--- src/rtl/ipc_mailbox_pkg.sv ---
// ipc_mailbox_pkg
//   Shared types and constants for the IPC mailbox fabric-side message sender.
//   Holds the sender FSM state enum, the APB address/data widths, the message
//   word count width, the default register map and an address helper.
package ipc_mailbox_pkg;

    localparam int unsigned APB_ADDR_W = 6;
    localparam int unsigned APB_DATA_W = 32;
    // Word count / index width; wide enough for a 16-word message.
    localparam int unsigned CNT_W      = 5;

    localparam logic [APB_ADDR_W-1:0] DEF_MSG_BASE_ADDR = 6'h00;
    localparam logic [APB_ADDR_W-1:0] DEF_DOORBELL_ADDR = 6'h3C;

    typedef enum logic [2:0] {
        ST_FILL      = 3'd0,
        ST_SETUP     = 3'd1,
        ST_ACCESS    = 3'd2,
        ST_DB_SETUP  = 3'd3,
        ST_DB_ACCESS = 3'd4,
        ST_WAIT_ACK  = 3'd5
    } msg_state_e;

    // Byte address of message word idx; wraps within the 6-bit APB space.
    function automatic logic [APB_ADDR_W-1:0] word_addr(
        input logic [APB_ADDR_W-1:0] base,
        input logic [CNT_W-1:0]      idx
    );
        return APB_ADDR_W'(base + (APB_ADDR_W'(idx) << 2));
    endfunction

endpackage

--- src/rtl/ipc_mailbox_msg_sender_buffer.sv ---
// ipc_msg_buffer
//   MESSAGE_DEPTH x 32-bit message store. Words are written at index = count,
//   count advances per write, and the words are read back by index while the
//   message is pushed over APB.
// Ports:
//   pclk, preset     clock, synchronous active-high reset (clears store+count)
//   clr              drop the current message (count back to 0)
//   wr_en/wr_data    write one word at the current count (ignored when full)
//   wr_last          incoming word carries the end-of-message marker
//   rd_idx/rd_data   indexed combinational read
//   count            number of words held
//   space            count < MESSAGE_DEPTH
//   wr_is_last       incoming word closes the message (marker or last slot)
//   wr_overlong      incoming word fills the last slot without the marker
module ipc_msg_buffer
    import ipc_mailbox_pkg::*;
#(
    parameter int unsigned MESSAGE_DEPTH = 1
) (
    input  logic                  pclk,
    input  logic                  preset,
    input  logic                  clr,
    input  logic                  wr_en,
    input  logic [APB_DATA_W-1:0] wr_data,
    input  logic                  wr_last,
    input  logic [CNT_W-1:0]      rd_idx,
    output logic [APB_DATA_W-1:0] rd_data,
    output logic [CNT_W-1:0]      count,
    output logic                  space,
    output logic                  wr_is_last,
    output logic                  wr_overlong
);

    localparam logic [CNT_W-1:0] DEPTH_C = CNT_W'(MESSAGE_DEPTH);

    logic [APB_DATA_W-1:0] mem [MESSAGE_DEPTH];
    logic                  at_last_slot;

    assign space        = count < DEPTH_C;
    assign at_last_slot = count == (DEPTH_C - CNT_W'(1));
    assign wr_is_last   = wr_last || at_last_slot;
    assign wr_overlong  = at_last_slot && !wr_last;

    always_ff @(posedge pclk) begin
        if (preset) begin
            count <= '0;
            for (int i = 0; i < int'(MESSAGE_DEPTH); i++) begin
                mem[i] <= '0;
            end
        end else if (clr) begin
            count <= '0;
        end else if (wr_en && space) begin
            // Decoded write keeps the index width independent of the depth.
            for (int i = 0; i < int'(MESSAGE_DEPTH); i++) begin
                if (count == CNT_W'(i)) begin
                    mem[i] <= wr_data;
                end
            end
            count <= count + CNT_W'(1);
        end
    end

    always_comb begin
        rd_data = '0;
        for (int i = 0; i < int'(MESSAGE_DEPTH); i++) begin
            if (rd_idx == CNT_W'(i)) begin
                rd_data = mem[i];
            end
        end
    end

endmodule

--- src/rtl/ipc_mailbox_msg_sender.sv ---
// ipc_mailbox_msg_sender
//   Fabric-side producer for one IPC mailbox port. Collects a message from a
//   valid/ready word stream, writes it into the mailbox message registers over
//   APB, rings the doorbell, then waits for the peer's acknowledge interrupt.
// Ports:
//   pclk, preset            clock, synchronous active-high reset
//   s_valid/s_ready/s_data/s_last   message word stream in
//   m_psel..m_pslverr       APB master towards the mailbox (write only)
//   msg_ack_irq             level acknowledge from the peer
//   busy                    message being sent or awaiting ack
//   err                     sticky: overlong message, APB slave error, ack timeout
//   sent_count              acknowledged messages (wraps)
// Build option:
//   IPC_MSG_SENDER_TIMEOUT_EN  bound the ack wait to TIMEOUT_CYCLES cycles.
//
// state        | meaning
// -------------+------------------------------------------------------
// ST_FILL      | accepting stream words into the buffer
// ST_SETUP     | APB setup phase for message word idx
// ST_ACCESS    | APB access phase for word idx, held until m_pready
// ST_DB_SETUP  | APB setup phase for the doorbell write
// ST_DB_ACCESS | APB access phase for the doorbell, held until m_pready
// ST_WAIT_ACK  | bus idle, waiting for msg_ack_irq
module ipc_mailbox_msg_sender
    import ipc_mailbox_pkg::*;
#(
    parameter int unsigned                  MESSAGE_DEPTH  = 1,
    parameter logic [APB_ADDR_W-1:0]        MSG_BASE_ADDR  = DEF_MSG_BASE_ADDR,
    parameter logic [APB_ADDR_W-1:0]        DOORBELL_ADDR  = DEF_DOORBELL_ADDR,
    parameter logic [APB_DATA_W-1:0]        DOORBELL_VALUE = 32'h1,
    parameter int unsigned                  TIMEOUT_CYCLES = 65535
) (
    input  logic                  pclk,
    input  logic                  preset,
    input  logic                  s_valid,
    output logic                  s_ready,
    input  logic [APB_DATA_W-1:0] s_data,
    input  logic                  s_last,
    output logic                  m_psel,
    output logic                  m_penable,
    output logic [APB_ADDR_W-1:0] m_paddr,
    output logic                  m_pwrite,
    output logic [APB_DATA_W-1:0] m_pwdata,
    input  logic                  m_pready,
    input  logic                  m_pslverr,
    input  logic                  msg_ack_irq,
    output logic                  busy,
    output logic                  err,
    output logic [15:0]           sent_count
);

    msg_state_e            state, state_nxt;
    logic [CNT_W-1:0]      idx;
    logic [CNT_W-1:0]      count;
    logic [APB_DATA_W-1:0] rd_data;
    logic                  space, wr_is_last, wr_overlong;
    logic                  accept, xfer_done, last_word, ack_take, timeout, buf_clr;

    assign accept    = s_valid && s_ready;
    assign xfer_done = ((state == ST_ACCESS) || (state == ST_DB_ACCESS)) && m_pready;
    assign last_word = idx == (count - CNT_W'(1));
    assign ack_take  = (state == ST_WAIT_ACK) && msg_ack_irq;
    assign buf_clr   = ack_take || timeout;

    ipc_msg_buffer #(
        .MESSAGE_DEPTH(MESSAGE_DEPTH)
    ) u_buf (
        .pclk       (pclk),
        .preset     (preset),
        .clr        (buf_clr),
        .wr_en      (accept),
        .wr_data    (s_data),
        .wr_last    (s_last),
        .rd_idx     (idx),
        .rd_data    (rd_data),
        .count      (count),
        .space      (space),
        .wr_is_last (wr_is_last),
        .wr_overlong(wr_overlong)
    );

`ifdef IPC_MSG_SENDER_TIMEOUT_EN
    // Down-counter reloaded outside WAIT_ACK; terminal count on the
    // TIMEOUT_CYCLES-th WAIT_ACK cycle. An ack in that cycle still wins.
    localparam logic [31:0] TMR_LOAD = 32'(TIMEOUT_CYCLES) - 32'd1;
    logic [31:0] ack_tmr;

    always_ff @(posedge pclk) begin
        if (preset || (state != ST_WAIT_ACK)) begin
            ack_tmr <= TMR_LOAD;
        end else if (ack_tmr != 32'd0) begin
            ack_tmr <= ack_tmr - 32'd1;
        end
    end

    assign timeout = (state == ST_WAIT_ACK) && (ack_tmr == 32'd0) && !msg_ack_irq;
`else
    logic unused_timeout_cfg;
    assign unused_timeout_cfg = ^32'(TIMEOUT_CYCLES);
    assign timeout = 1'b0;
`endif

    always_ff @(posedge pclk) begin
        if (preset) begin
            state <= ST_FILL;
        end else begin
            state <= state_nxt;
        end
    end

    always_comb begin
        state_nxt = state;
        unique case (state)
            ST_FILL:      if (accept && wr_is_last) state_nxt = ST_SETUP;
            ST_SETUP:     state_nxt = ST_ACCESS;
            ST_ACCESS:    if (m_pready) state_nxt = last_word ? ST_DB_SETUP : ST_SETUP;
            ST_DB_SETUP:  state_nxt = ST_DB_ACCESS;
            ST_DB_ACCESS: if (m_pready) state_nxt = ST_WAIT_ACK;
            ST_WAIT_ACK:  if (buf_clr) state_nxt = ST_FILL;
            default:      state_nxt = ST_FILL;
        endcase
    end

    always_ff @(posedge pclk) begin
        if (preset) begin
            idx        <= '0;
            err        <= 1'b0;
            sent_count <= '0;
        end else begin
            if (state == ST_FILL) begin
                idx <= '0;
            end else if ((state == ST_ACCESS) && m_pready) begin
                idx <= idx + CNT_W'(1);
            end
            if ((accept && wr_overlong) || (xfer_done && m_pslverr) || timeout) begin
                err <= 1'b1;
            end
            if (ack_take) begin
                sent_count <= sent_count + 16'd1;
            end
        end
    end

    // Address/data come straight from state and idx, so they are stable from
    // setup through the completing access cycle.
    always_comb begin
        s_ready   = 1'b0;
        m_psel    = 1'b0;
        m_penable = 1'b0;
        m_paddr   = '0;
        m_pwdata  = '0;
        busy      = state != ST_FILL;
        unique case (state)
            ST_FILL: begin
                s_ready = space;
            end
            ST_SETUP, ST_ACCESS: begin
                m_psel    = 1'b1;
                m_penable = state == ST_ACCESS;
                m_paddr   = word_addr(MSG_BASE_ADDR, idx);
                m_pwdata  = rd_data;
            end
            ST_DB_SETUP, ST_DB_ACCESS: begin
                m_psel    = 1'b1;
                m_penable = state == ST_DB_ACCESS;
                m_paddr   = DOORBELL_ADDR;
                m_pwdata  = DOORBELL_VALUE;
            end
            default: begin
            end
        endcase
        m_pwrite = m_psel;
    end

endmodule

--- config.mk ---
export PLATFORM = sky130hd
export DESIGN_NAME = ipc_mailbox_msg_sender
export DESIGN_NICKNAME = d
export VERILOG_FILES = /design/src/rtl/ipc_mailbox_pkg.sv /design/src/rtl/ipc_mailbox_msg_sender_buffer.sv /design/src/rtl/ipc_mailbox_msg_sender.sv
export SDC_FILE = /design/constraint.sdc
export NUM_CORES = 1
export LEC_CHECK = 0
export ABC_AREA = 1
export BUFFER_PORTS_ARGS = -buffer_cell sky130_fd_sc_hd__buf_4
export CAP_MARGIN = 40
export CORE_MARGIN = 4
export CORE_UTILIZATION = 51
export CTS_BUF_LIST = sky130_fd_sc_hd__clkbuf_2
export DETAILED_ROUTE_END_ITERATION = 12
export PLACE_DENSITY = 0.78
export SKIP_CTS_REPAIR_TIMING = 1
export SLEW_MARGIN = 10
export SYNTH_ARGS = -nofsm -noshare
export SYNTH_HDL_FRONTEND = slang
export SYNTH_HIERARCHICAL = 1
export SYNTH_SLANG_ARGS = --single-unit
--- constraint.sdc ---
create_clock -name pclk -period 2.95 [get_ports pclk]
set_input_delay 0.59 -clock pclk [delete_from_list [all_inputs] [get_ports pclk]]
set_output_delay 0.59 -clock pclk [all_outputs]
set_load 0.005 [all_outputs]
==> flow_summary_export.csv, run 1 <==
group,metric,value,unit
status,outcome,"complete, no violations",
sta,timing.final.hold_violations,0,
synthesis,yosys_warnings,6,
critical_path,cp-startpoint,"state[0]",
pwr,static_leakage_power,2.313,nW
synthesis,post-synth-top-area-fraction,26.57,%
cells_and_area,stdcell_count,705,
floorplanning,row_count,30,
clock_network,tritoncts.num_buffers,9,
critical_path,critPathKind,"reg -> out",
detailed_routing,drt.antenna.violating_nets,0,
clock_network,numClockSinks,62,
synthesis,share_of_synthesized_area_occupied_by_flip_flops_and_latches,43.18,%
floorplanning,area_of_the_core_region,6832,um2
synthesis,register_bit_count_reported_by_yosys,62,
detailed_routing,initialDrtViolationCount,148,
placed_design,gp_congestion,0.8495,
detailed_routing,totalWireLength,7461,um
critical_path,crit_path_max_fanout,36,
sta,worst-slew-pin-transition,570.1,ps
sta,setup_repair_after_global_routing_missed_its_margin,"false",
cells_and_area,area_added_between_synthesis_and_finish,26.57,%
clock_network,ctsRootBufferMaster,"sky130_fd_sc_hd__clkbuf_2",
sta,max_slew_margin,61.99,%
synthesis,synth.lib_cells_used.distinct,33,
cells_and_area,utilization,67.00,%
floorplanning,design.portCount,99,
critical_path,worst_path_dominant_cell_family,"buffers and inverters",
global_route,total_global_routing_track_utilization,17.92,%
pwr,total_power,3.358,mW
critical_path,crit_cells,8,
cells_and_area,fill_cells,598,
detailed_routing,avgRoutedWirePerCell,10.58,um
clock_network,path_clk_slew,190,ps
sta,setup_violations,0,
floorplanning,die_w,92.20,um
synthesis,ys_top_cells_by_area,"sky130_fd_sc_hd__edfxtp_1, sky130_fd_sc_hd__dfxtp_1, sky130_fd_sc_hd__inv_1",
clock_network,cts-root-to-sink-buffers,2,
global_route,global_route_wire_length_before_repair,12410,um
critical_path,rr_worst_depth,9,
clock_network,worst_skew_pair.late_latency,480,ps
floorplanning,die_height,92.20,um
critical_path,cp_cell_sequence,"inv_1 > nand2_1 > nor2_1 > inv_1 > nand2_1 > inv_4 > o21ai_0 > buf_4",
pwr,power.density,733.6,nW/um2
detailed_routing,routed-via-count,3181,
cells_and_area,layout.nets,648,
clock_network,cts-htree-levels,3,
global_route,groute.layer.met1.usage,23.46,%
critical_path,critPathSlowestCell,"sky130_fd_sc_hd__dfxtp_1",
placed_design,placement.io_buffers,96,
global_route,grt-busiest-layer,"met2",
global_route,initial_antenna_violation_count,0,
min_path,hp-class,"in -> reg",
synthesis,post_synth.cell_area_avg,7.118,um2
critical_path,crit_path_max_incr_delay,460,ps
detailed_routing,drt-pass1-iter-count,4,
sta,finalClockSkew,20.18,ps
critical_path,worstSetupEndpointType,"primary output",
pwr,irDropWorstVdd,0.4667,mV
cells_and_area,regArea,1562,um2
min_path,hold_start,"preset",
clock_network,clock_tree_from_tritoncts,"built",
min_path,min_path_cells,2,
sta,timing_max_transition_violations_final,0,
cells_and_area,ratio_of_cells_with_drive_above_1_in_the_final_layout,26.11,%
sta,finalWorstPathRequiredPeriod,2535,ps
global_route,grt_util_met2,28.35,%
global_route,vias_in_the_first_global_route,2824,
critical_path,required,2360,ps
cells_and_area,combined_area_of_the_multi_input_logic_cells,1411,um2
placed_design,detailedPlacementHpwl,5605,um
job,max_cap_violations,0,
synthesis,syn-cell-area,3616,um2
global_route,grt.met3_usage,4.758,%
global_route,globalRoute.totalOverflow,0,
global_route,pin_count_of_the_biggest_net_entering_global_routing,37,
placed_design,dp_worst_setup_slack,748.1,ps
sta,postLayoutSetupSlackWorst,414.7,ps
sta,fin_setup_tns,0,ps
critical_path,category_of_the_worst_setup_path_launch_point,"flop",
floorplanning,initial_core_util,52.93,%
detailed_routing,drc,0,
synthesis,synth_top_cell_by_area,"sky130_fd_sc_hd__edfxtp_1",
placed_design,placed_cells,689,
sta,final_min_period_over_clock_period,85.94,%
detailed_routing,vias_per_cell,4.512,
critical_path,worst-path-buf-inv,4,
cells_and_area,antenna_cells_inserted,0,
synthesis,postSynthCellCount,508,
critical_path,cp_data_arrival_time,1950,ps
critical_path,timing.rr.start,"u_buf/count[3]",
floorplanning,die_area,8501,um2
sta,fmax,0.3944,GHz
## through the flow
step           hold WS, ps  cell area, um2
5_1_grt              328.9            4577
4_1_cts              320.0            4574
2_1_floorplan        445.4            3620
3_5_place_dp         455.5            4384
3_3_place_gp         453.6            4384
6_report             359.6            4577
## cell usage after synthesis
cell                         n
sky130_fd_sc_hd__nand4_4     1
sky130_fd_sc_hd__conb_1      1
sky130_fd_sc_hd__a211oi_1    1
sky130_fd_sc_hd__inv_1     147
sky130_fd_sc_hd__xor2_1      1
sky130_fd_sc_hd__ha_1        5
sky130_fd_sc_hd__o21ai_0    17
sky130_fd_sc_hd__a21oi_1    18
sky130_fd_sc_hd__nand4_1     5
sky130_fd_sc_hd__nand3_1    20
sky130_fd_sc_hd__buf_6       3
sky130_fd_sc_hd__a31oi_1     1
sky130_fd_sc_hd__o21a_1      2
sky130_fd_sc_hd__buf_4       3
sky130_fd_sc_hd__nor3_1      4
sky130_fd_sc_hd__nand3_2     2
sky130_fd_sc_hd__o31ai_1     1
sky130_fd_sc_hd__nor2_4      3
sky130_fd_sc_hd__buf_2       4
sky130_fd_sc_hd__nor3_2      2
sky130_fd_sc_hd__nor3b_1     1
sky130_fd_sc_hd__clkbuf_1    4
sky130_fd_sc_hd__inv_2       1
sky130_fd_sc_hd__nor2_1    101
sky130_fd_sc_hd__nand2_2     2
sky130_fd_sc_hd__a21boi_1    1
sky130_fd_sc_hd__dfxtp_1    30
sky130_fd_sc_hd__nor3_4      1
sky130_fd_sc_hd__nor2_2     32
sky130_fd_sc_hd__xnor2_1     1
sky130_fd_sc_hd__nand3_4     1
sky130_fd_sc_hd__nand2_1    60
sky130_fd_sc_hd__edfxtp_1   32
## sequential cells by signal, indices dropped and copies added (netlist names)
register,flops
err,1
idx,5
sent_count,16
state,3
u_buf/count,5
u_buf/mem,32
## layout by cell type, fill, tap and decap left out, types with 2 or more instances in the layout
cell type                   Yosys  routed
sky130_fd_sc_hd__nor2_1       101     101
sky130_fd_sc_hd__o21ai_0       17      17
sky130_fd_sc_hd__edfxtp_1      32      32
sky130_fd_sc_hd__nand4_1        5       5
sky130_fd_sc_hd__dfxtp_1       30      30
sky130_fd_sc_hd__clkbuf_2       0       9
sky130_fd_sc_hd__buf_4          3      98
sky130_fd_sc_hd__nand3_2        2       2
sky130_fd_sc_hd__nor2_4         3       3
sky130_fd_sc_hd__a21oi_1       18      18
sky130_fd_sc_hd__ha_1           5       5
sky130_fd_sc_hd__nor3_2         2       2
sky130_fd_sc_hd__nand2_1       60      60
sky130_fd_sc_hd__conb_1         1       2
sky130_fd_sc_hd__bufinv_16      0       4
sky130_fd_sc_hd__nor2_2        32      32
sky130_fd_sc_hd__nor3_1         4       4
sky130_fd_sc_hd__nand2_2        2       2
sky130_fd_sc_hd__nand3_1       20      20
sky130_fd_sc_hd__inv_1        147     147
sky130_fd_sc_hd__o21a_1         2       2
## report_power, final
group / internal, mW / leakage [nW] / switching [mW] / total (mW)
Clock: 0.455 / 0.103 / 0.329 / 0.784
Combinational: 0.573 / 1.63 / 0.812 / 1.38
Sequential: 1.12 / 0.580 / 0.0708 / 1.19
## cell families after synthesis
group,Yosys count,share of synthesized area (%)
other,1,0.1037
adder cells (fa/ha/maj),5,1.730
XOR/XNOR,2,0.4845
AO/OA/AOI/OAI,41,6.056
flip-flops,62,43.18
AND/OR/NAND/NOR,235,30.55
buffers and inverters,162,17.89
## cell type report
type                            count  share of cell area (%)
Sequential cell                    62                   34.12
Multi-Input combinational cell    285                   30.84
Timing Repair Buffer               98                   16.07
Inverter                          148                   12.19
Clock inverter                      7                   3.171
Tap cell                           96                   2.624
Clock buffer                        9                  0.9841
## per-layer routing
| metal | share of wire (%) | routed length, um |
|---|---|---|
| met1 | 45 | 3334 |
| met2 | 45 | 3370 |
| met3 | 8.5 | 636 |
| met4 | 1.6 | 120 |
| met5 | 0 | 0 |
## path summary, 6_finish.rpt
kind | endpoint | slack [ps]
worst max register to register | u_buf/mem[0][20] | 760
worst min register to register | sent_count[10] | 480
worst max-delay path | m_paddr[4] | 410
worst min-delay path | err | 360
Note: power is estimated with default switching activity, not from simulation.
==> run 2, diff against run 1 <==
--- a/config.mk
+++ b/config.mk
@@ -13,6 +13,7 @@
 export CTS_BUF_LIST = sky130_fd_sc_hd__clkbuf_2
 export DETAILED_ROUTE_END_ITERATION = 12
 export PLACE_DENSITY = 0.78
+export RECOVER_POWER = 100
 export SKIP_CTS_REPAIR_TIMING = 1
 export SLEW_MARGIN = 10
 export SYNTH_ARGS = -nofsm -noshare
==> run 2 against run 1 <==
Sequential cell count unchanged. Die area did not move. Clock skew is 1.2 ps higher. Power down 1.8%. Combinational power decreased by 4%. Via count fell by 0.31%. Global-route usage stayed put. Clock-buffer cell count is the same. Design area is 2.8% lower. Routed wire length grew 0.40%. Clock power about the same. Largest cell class unchanged. Largest power group unchanged.
==> flow_summary_export.csv, run 2 (synthesized netlist as in run 1, its figures left out) <==
group,metric,value,unit
status,outcome,"complete, no violations",
cells_and_area,ratio_of_cells_with_drive_above_1_in_the_final_layout,20.85,%
sta,timing.final.hold_violations,0,
critical_path,cp_cell_sequence,"nor3_1 > nand3_1 > inv_1 > inv_1 > nor2_1 > nand2_1 > nand2_1 > clkbuf_2",
floorplanning,die_w,92.20,um
critical_path,category_of_the_worst_setup_path_launch_point,"flop",
clock_network,cts-root-to-sink-buffers,2,
sta,finalClockSkew,21.41,ps
global_route,globalRoute.totalOverflow,0,
floorplanning,die_area,8501,um2
floorplanning,row_count,30,
floorplanning,area_of_the_core_region,6832,um2
cells_and_area,utilization,65.11,%
sta,postLayoutSetupSlackWorst,294.9,ps
placed_design,detailedPlacementHpwl,5605,um
global_route,grt_util_met2,28.35,%
cells_and_area,layout.nets,648,
pwr,power.density,741.3,nW/um2
pwr,static_leakage_power,2.261,nW
global_route,initial_antenna_violation_count,0,
global_route,vias_in_the_first_global_route,2824,
detailed_routing,drt.antenna.violating_nets,0,
min_path,hp-class,"in -> reg",
cells_and_area,antenna_cells_inserted,0,
clock_network,path_clk_slew,200,ps
cells_and_area,area_added_between_synthesis_and_finish,23.01,%
global_route,grt.met3_usage,4.758,%
pwr,irDropWorstVdd,0.4637,mV
cells_and_area,reg.largest.list,"u_buf/mem x32, sent_count x16",
clock_network,worst_skew_pair.late_latency,480,ps
critical_path,cp_data_arrival_time,2780,ps
floorplanning,die_height,92.20,um
floorplanning,initial_core_util,52.93,%
placed_design,placement.io_buffers,96,
critical_path,critPathKind,"reg -> reg",
sta,setup_violations,0,
placed_design,gp_congestion,0.8495,
critical_path,timing.rr.start,"state[2]",
critical_path,required,3070,ps
critical_path,cp-startpoint,"state[2]",
detailed_routing,drt-pass1-iter-count,6,
job,max_cap_violations,0,
critical_path,crit_path_max_fanout,32,
global_route,global_route_wire_length_before_repair,12410,um
clock_network,ctsRootBufferMaster,"sky130_fd_sc_hd__clkbuf_2",
critical_path,crit_path_max_incr_delay,580,ps
detailed_routing,initialDrtViolationCount,180,
cells_and_area,final_common_cell,"sky130_fd_sc_hd__inv_1",
detailed_routing,vias_per_cell,4.498,
detailed_routing,routed-via-count,3171,
critical_path,worstSetupEndpointType,"flop",
sta,fin_setup_tns,0,ps
cells_and_area,combined_area_of_the_multi_input_logic_cells,1292,um2
sta,setup_repair_after_global_routing_missed_its_margin,"false",
sta,worst-slew-pin-transition,745.9,ps
sta,max_slew_margin,50.28,%
detailed_routing,drc,0,
detailed_routing,avgRoutedWirePerCell,10.63,um
critical_path,crit-reg2reg-capture,"u_buf/mem[0][24]",
clock_network,cts-htree-levels,3,
critical_path,crit_path_end,"u_buf/mem[0][24]",
placed_design,dp_worst_setup_slack,748.1,ps
critical_path,critPathSlowestCell,"sky130_fd_sc_hd__clkbuf_2",
sta,worst_hold_slack_across_all_endpoints,359.5,ps
detailed_routing,totalWireLength,7491,um
clock_network,tritoncts.num_buffers,9,
clock_network,clock_tree_from_tritoncts,"built",
global_route,total_global_routing_track_utilization,17.92,%
sta,finalWorstPathRequiredPeriod,2655,ps
global_route,pin_count_of_the_biggest_net_entering_global_routing,37,
clock_network,numClockSinks,62,
critical_path,rr_worst_depth,8,
critical_path,timing.reg2reg.setup_slack,290,ps
global_route,groute.layer.met1.usage,23.46,%
cells_and_area,layout.cells.most_common_list,"sky130_fd_sc_hd__inv_1, sky130_fd_sc_hd__nor2_1, sky130_fd_sc_hd__nand2_1, sky130_fd_sc_hd__clkbuf_4, sky130_fd_sc_hd__buf_4",
floorplanning,design.portCount,99,
cells_and_area,fill_cells,632,
cells_and_area,biggest_register,"u_buf/mem",
sta,timing_max_transition_violations_final,0,
global_route,grt-busiest-layer,"met2",
sta,fmax,0.3766,GHz
sta,final_min_period_over_clock_period,90.00,%
cells_and_area,largest_register_ff_count,32,
cells_and_area,regArea,1562,um2
[run 2: worst min path at each step]
stage	from	end	slack [ps]	cells past startpoint
floorplan	u_buf/count[4]	u_buf/count[4]	450	2
global placement	sent_count[10]	sent_count[10]	450	2
detailed placement	sent_count[10]	sent_count[10]	460	2
CTS	preset	err	320	2
global route	preset	err	330	2
finish	preset	err	360	2
[run 2: where the power goes]
part           internal, mW  switching, mW  leakage (nW)
Clock                 0.455          0.331         0.103
Sequential             1.12         0.0650         0.580
Combinational         0.541          0.785          1.58
Total                  2.12           1.18          2.26
[run 2: cell type report]
type | count | share of cell area, %
inverters | 148 | 12.55
flip-flops and latches | 62 | 35.11
clock buffers | 9 | 1.013
repair buffers | 98 | 16.32
multi-input cells | 285 | 29.06
well taps | 96 | 2.700
clock inverters | 7 | 3.263
[run 2: metrics by stage]
step                instances  area, um2  power [mW]
detailed placement        689       4384       2.597
global route              705       4448       3.554
finish                    705       4448       3.297
global placement          689       4384       2.566
floorplan                 509       3620       2.107
CTS                       705       4574       3.387
[run 2: critical path, delay by kind of cell, from the launching register on]
kind | cells | cell delay (ps)
simple gates | 5 | 1110
flops | 1 | 400
buf+inv | 3 | 790
[run 2: metal layers]
layer	wire, um	vias to the layer above
li1	-	1693
met1	3463	1358
met2	3351	106
met3	562	14
met4	112	0
met5	0	-
==> run 3, diff against run 2 <==
--- a/config.mk
+++ b/config.mk
@@ -12,7 +12,7 @@
 export CORE_UTILIZATION = 51
 export CTS_BUF_LIST = sky130_fd_sc_hd__clkbuf_2
 export DETAILED_ROUTE_END_ITERATION = 12
-export PLACE_DENSITY = 0.78
+export PLACE_DENSITY = 0.89
 export RECOVER_POWER = 100
 export SKIP_CTS_REPAIR_TIMING = 1
 export SLEW_MARGIN = 10
==> run 3 against run 2 <==
Worst setup slack gained 44 ps. Worst hold slack gained 36 ps. Cell count is the same. Sequential share of layout area grew 0.80 points. Power shrank 11%. Fmax grew 1.7%. Clock power shrank 49%. Design area shrank 2.2%. Via count grew 1.5%. Register-to-register slack gained 40 ps. Clock skew shrank 6.1 ps. Combinational power is essentially flat. Largest power group unchanged.
==> flow_summary_export.csv, run 3 (synthesized netlist as in run 1, its figures left out) <==
group,metric,value,unit
cells_and_area,reg.largest.list,"u_buf/mem x32, sent_count x16",
min_path,hold_start,"preset",
floorplanning,die_height,92.20,um
pwr,irDropWorstVdd,0.4520,mV
placed_design,detailedPlacementHpwl,6146,um
sta,timing.final.hold_violations,0,
placed_design,gp_congestion,0.8839,
clock_network,tritoncts.num_buffers,9,
cells_and_area,layout.cells.most_common_list,"sky130_fd_sc_hd__inv_1, sky130_fd_sc_hd__nor2_1, sky130_fd_sc_hd__nand2_1, sky130_fd_sc_hd__clkbuf_4, sky130_fd_sc_hd__buf_4",
detailed_routing,vias_per_cell,4.566,
sta,fin_setup_tns,0,ps
pwr,power.density,671.2,nW/um2
cells_and_area,antenna_cells_inserted,0,
critical_path,cp_data_arrival_time,2690,ps
cells_and_area,area_added_between_synthesis_and_finish,20.28,%
sta,setup_repair_after_global_routing_missed_its_margin,"false",
critical_path,critPathSlowestCell,"sky130_fd_sc_hd__clkbuf_2",
sta,fmax,0.3830,GHz
detailed_routing,avgRoutedWirePerCell,11.36,um
pwr,power.share.sequential,40.7,%
detailed_routing,routed-via-count,3219,
sta,finalWorstPathRequiredPeriod,2611,ps
floorplanning,die_area,8501,um2
detailed_routing,initialDrtViolationCount,156,
floorplanning,initial_core_util,52.93,%
global_route,globalRoute.totalOverflow,0,
job,max_cap_violations,0,
pwr,total_power,2.919,mW
cells_and_area,ratio_of_cells_with_drive_above_1_in_the_final_layout,21.02,%
sta,max_slew_margin,48.66,%
cells_and_area,largest_register_ff_count,32,
pwr,net-switching-power,1.157,mW
pwr,combinationalPowerShare,45.5,%
sta,postLayoutSetupSlackWorst,339.0,ps
clock_network,ctsRootBufferMaster,"sky130_fd_sc_hd__clkbuf_2",
detailed_routing,drt.antenna.violating_nets,0,
detailed_routing,totalWireLength,8008,um
floorplanning,die_w,92.20,um
global_route,total_global_routing_track_utilization,19.29,%
cells_and_area,regArea,1562,um2
detailed_routing,drc,0,
critical_path,critPathKind,"reg -> reg",
placed_design,dp_worst_setup_slack,710.2,ps
min_path,hp-class,"in -> reg",
clock_network,cts-htree-levels,3,
sta,finalClockSkew,15.27,ps
global_route,vias_in_the_first_global_route,3049,
sta,timing_max_transition_violations_final,0,
sta,final_min_period_over_clock_period,88.51,%
status,outcome,"complete, no violations",
critical_path,crit_path_max_incr_delay,600,ps
floorplanning,area_of_the_core_region,6832,um2
critical_path,category_of_the_worst_setup_path_launch_point,"flop",
cells_and_area,combined_area_of_the_multi_input_logic_cells,1305,um2
critical_path,cp_cell_sequence,"nor3_1 > nand3_1 > inv_1 > inv_1 > nor2_1 > nand2_1 > nand2_1 > clkbuf_2",
clock_network,cts-root-to-sink-buffers,2,
critical_path,worstSetupEndpointType,"flop",
critical_path,crit_path_max_fanout,32,
placed_design,placement.io_buffers,96,
cells_and_area,layout.nets,648,
floorplanning,row_count,30,
clock_network,path_clk_slew,170,ps
pwr,static_leakage_power,2.218,nW
cells_and_area,fill_cells,627,
global_route,initial_antenna_violation_count,0,
critical_path,worst_path_dominant_cell_family,"simple AND/OR/NAND/NOR gates",
critical_path,timing.rr.start,"state[2]",
critical_path,cp-startpoint,"state[2]",
cells_and_area,final_common_cell,"sky130_fd_sc_hd__inv_1",
critical_path,worst-path-buf-inv,3,
sta,worst-slew-pin-transition,770.1,ps
sta,setup_violations,0,
cells_and_area,biggest_register,"u_buf/mem",
global_route,global_route_wire_length_before_repair,13250,um
clock_network,numClockSinks,62,
pwr,p_int,1.762,mW
clock_network,clock_tree_from_tritoncts,"built",
detailed_routing,drt-pass1-iter-count,4,
floorplanning,design.portCount,99,
global_route,pin_count_of_the_biggest_net_entering_global_routing,37,
clock_network,worst_skew_pair.late_latency,450,ps
pwr,pwr-share-clk,13.7,%
critical_path,required,3030,ps
pwr,swShare,39.63,%
-- run 3: area by class of cell --
| cell class | count | area share, % |
|---|---|---|
| multi-input combinational | 285 | 30.01 |
| timing repair buffer | 98 | 16.69 |
| clock buffer | 11 | 1.266 |
| tap | 96 | 2.762 |
| inverter | 148 | 12.77 |
| clock inverter | 5 | 0.6041 |
| sequential | 62 | 35.90 |
-- run 3: worst paths after layout --
| kind | end | slack, ps | depth (start not counted) |
|---|---|---|---|
| setup / recovery | u_buf/mem[0][20] | 340 | 8 |
| hold / removal | sent_count[13] | 400 | 2 |
| setup reg to reg | u_buf/mem[0][20] | 340 | 8 |
| hold reg to reg | sent_count[10] | 490 | 2 |
-- run 3: through the flow --
stage | area, um2 | util [%] | hold WS, ps | std cells
floorplan | 3620 | - | 445.4 | 509
global placement | 4384 | 64.18 | 454.5 | 689
detailed placement | 4384 | 64.18 | 469.6 | 689
CTS | 4466 | 65.37 | 325.8 | 705
global route | 4349 | 63.66 | 338.6 | 705
finish | 4349 | 63.66 | 395.7 | 705
-- run 3: metal layers --
layer / wire, um / vias up / track usage, %
met5: 0 / - / 0
li1: - / 1688 / -
met2: 3916 / 108 / 33.27
met1: 3412 / 1411 / 22.67
met3: 561 / 12 / 4.594
met4: 118 / 0 / 8.663
-- run 3: power groups by stage --
stage          logic (mW)  clock network, mW  registers [mW]
2_1_floorplan       0.909                  0            1.20
3_3_place_gp         1.36                  0            1.20
3_5_place_dp         1.41                  0            1.22
4_1_cts              1.41              0.425            1.19
5_1_grt              1.52              0.461            1.21
6_report             1.33              0.400            1.19
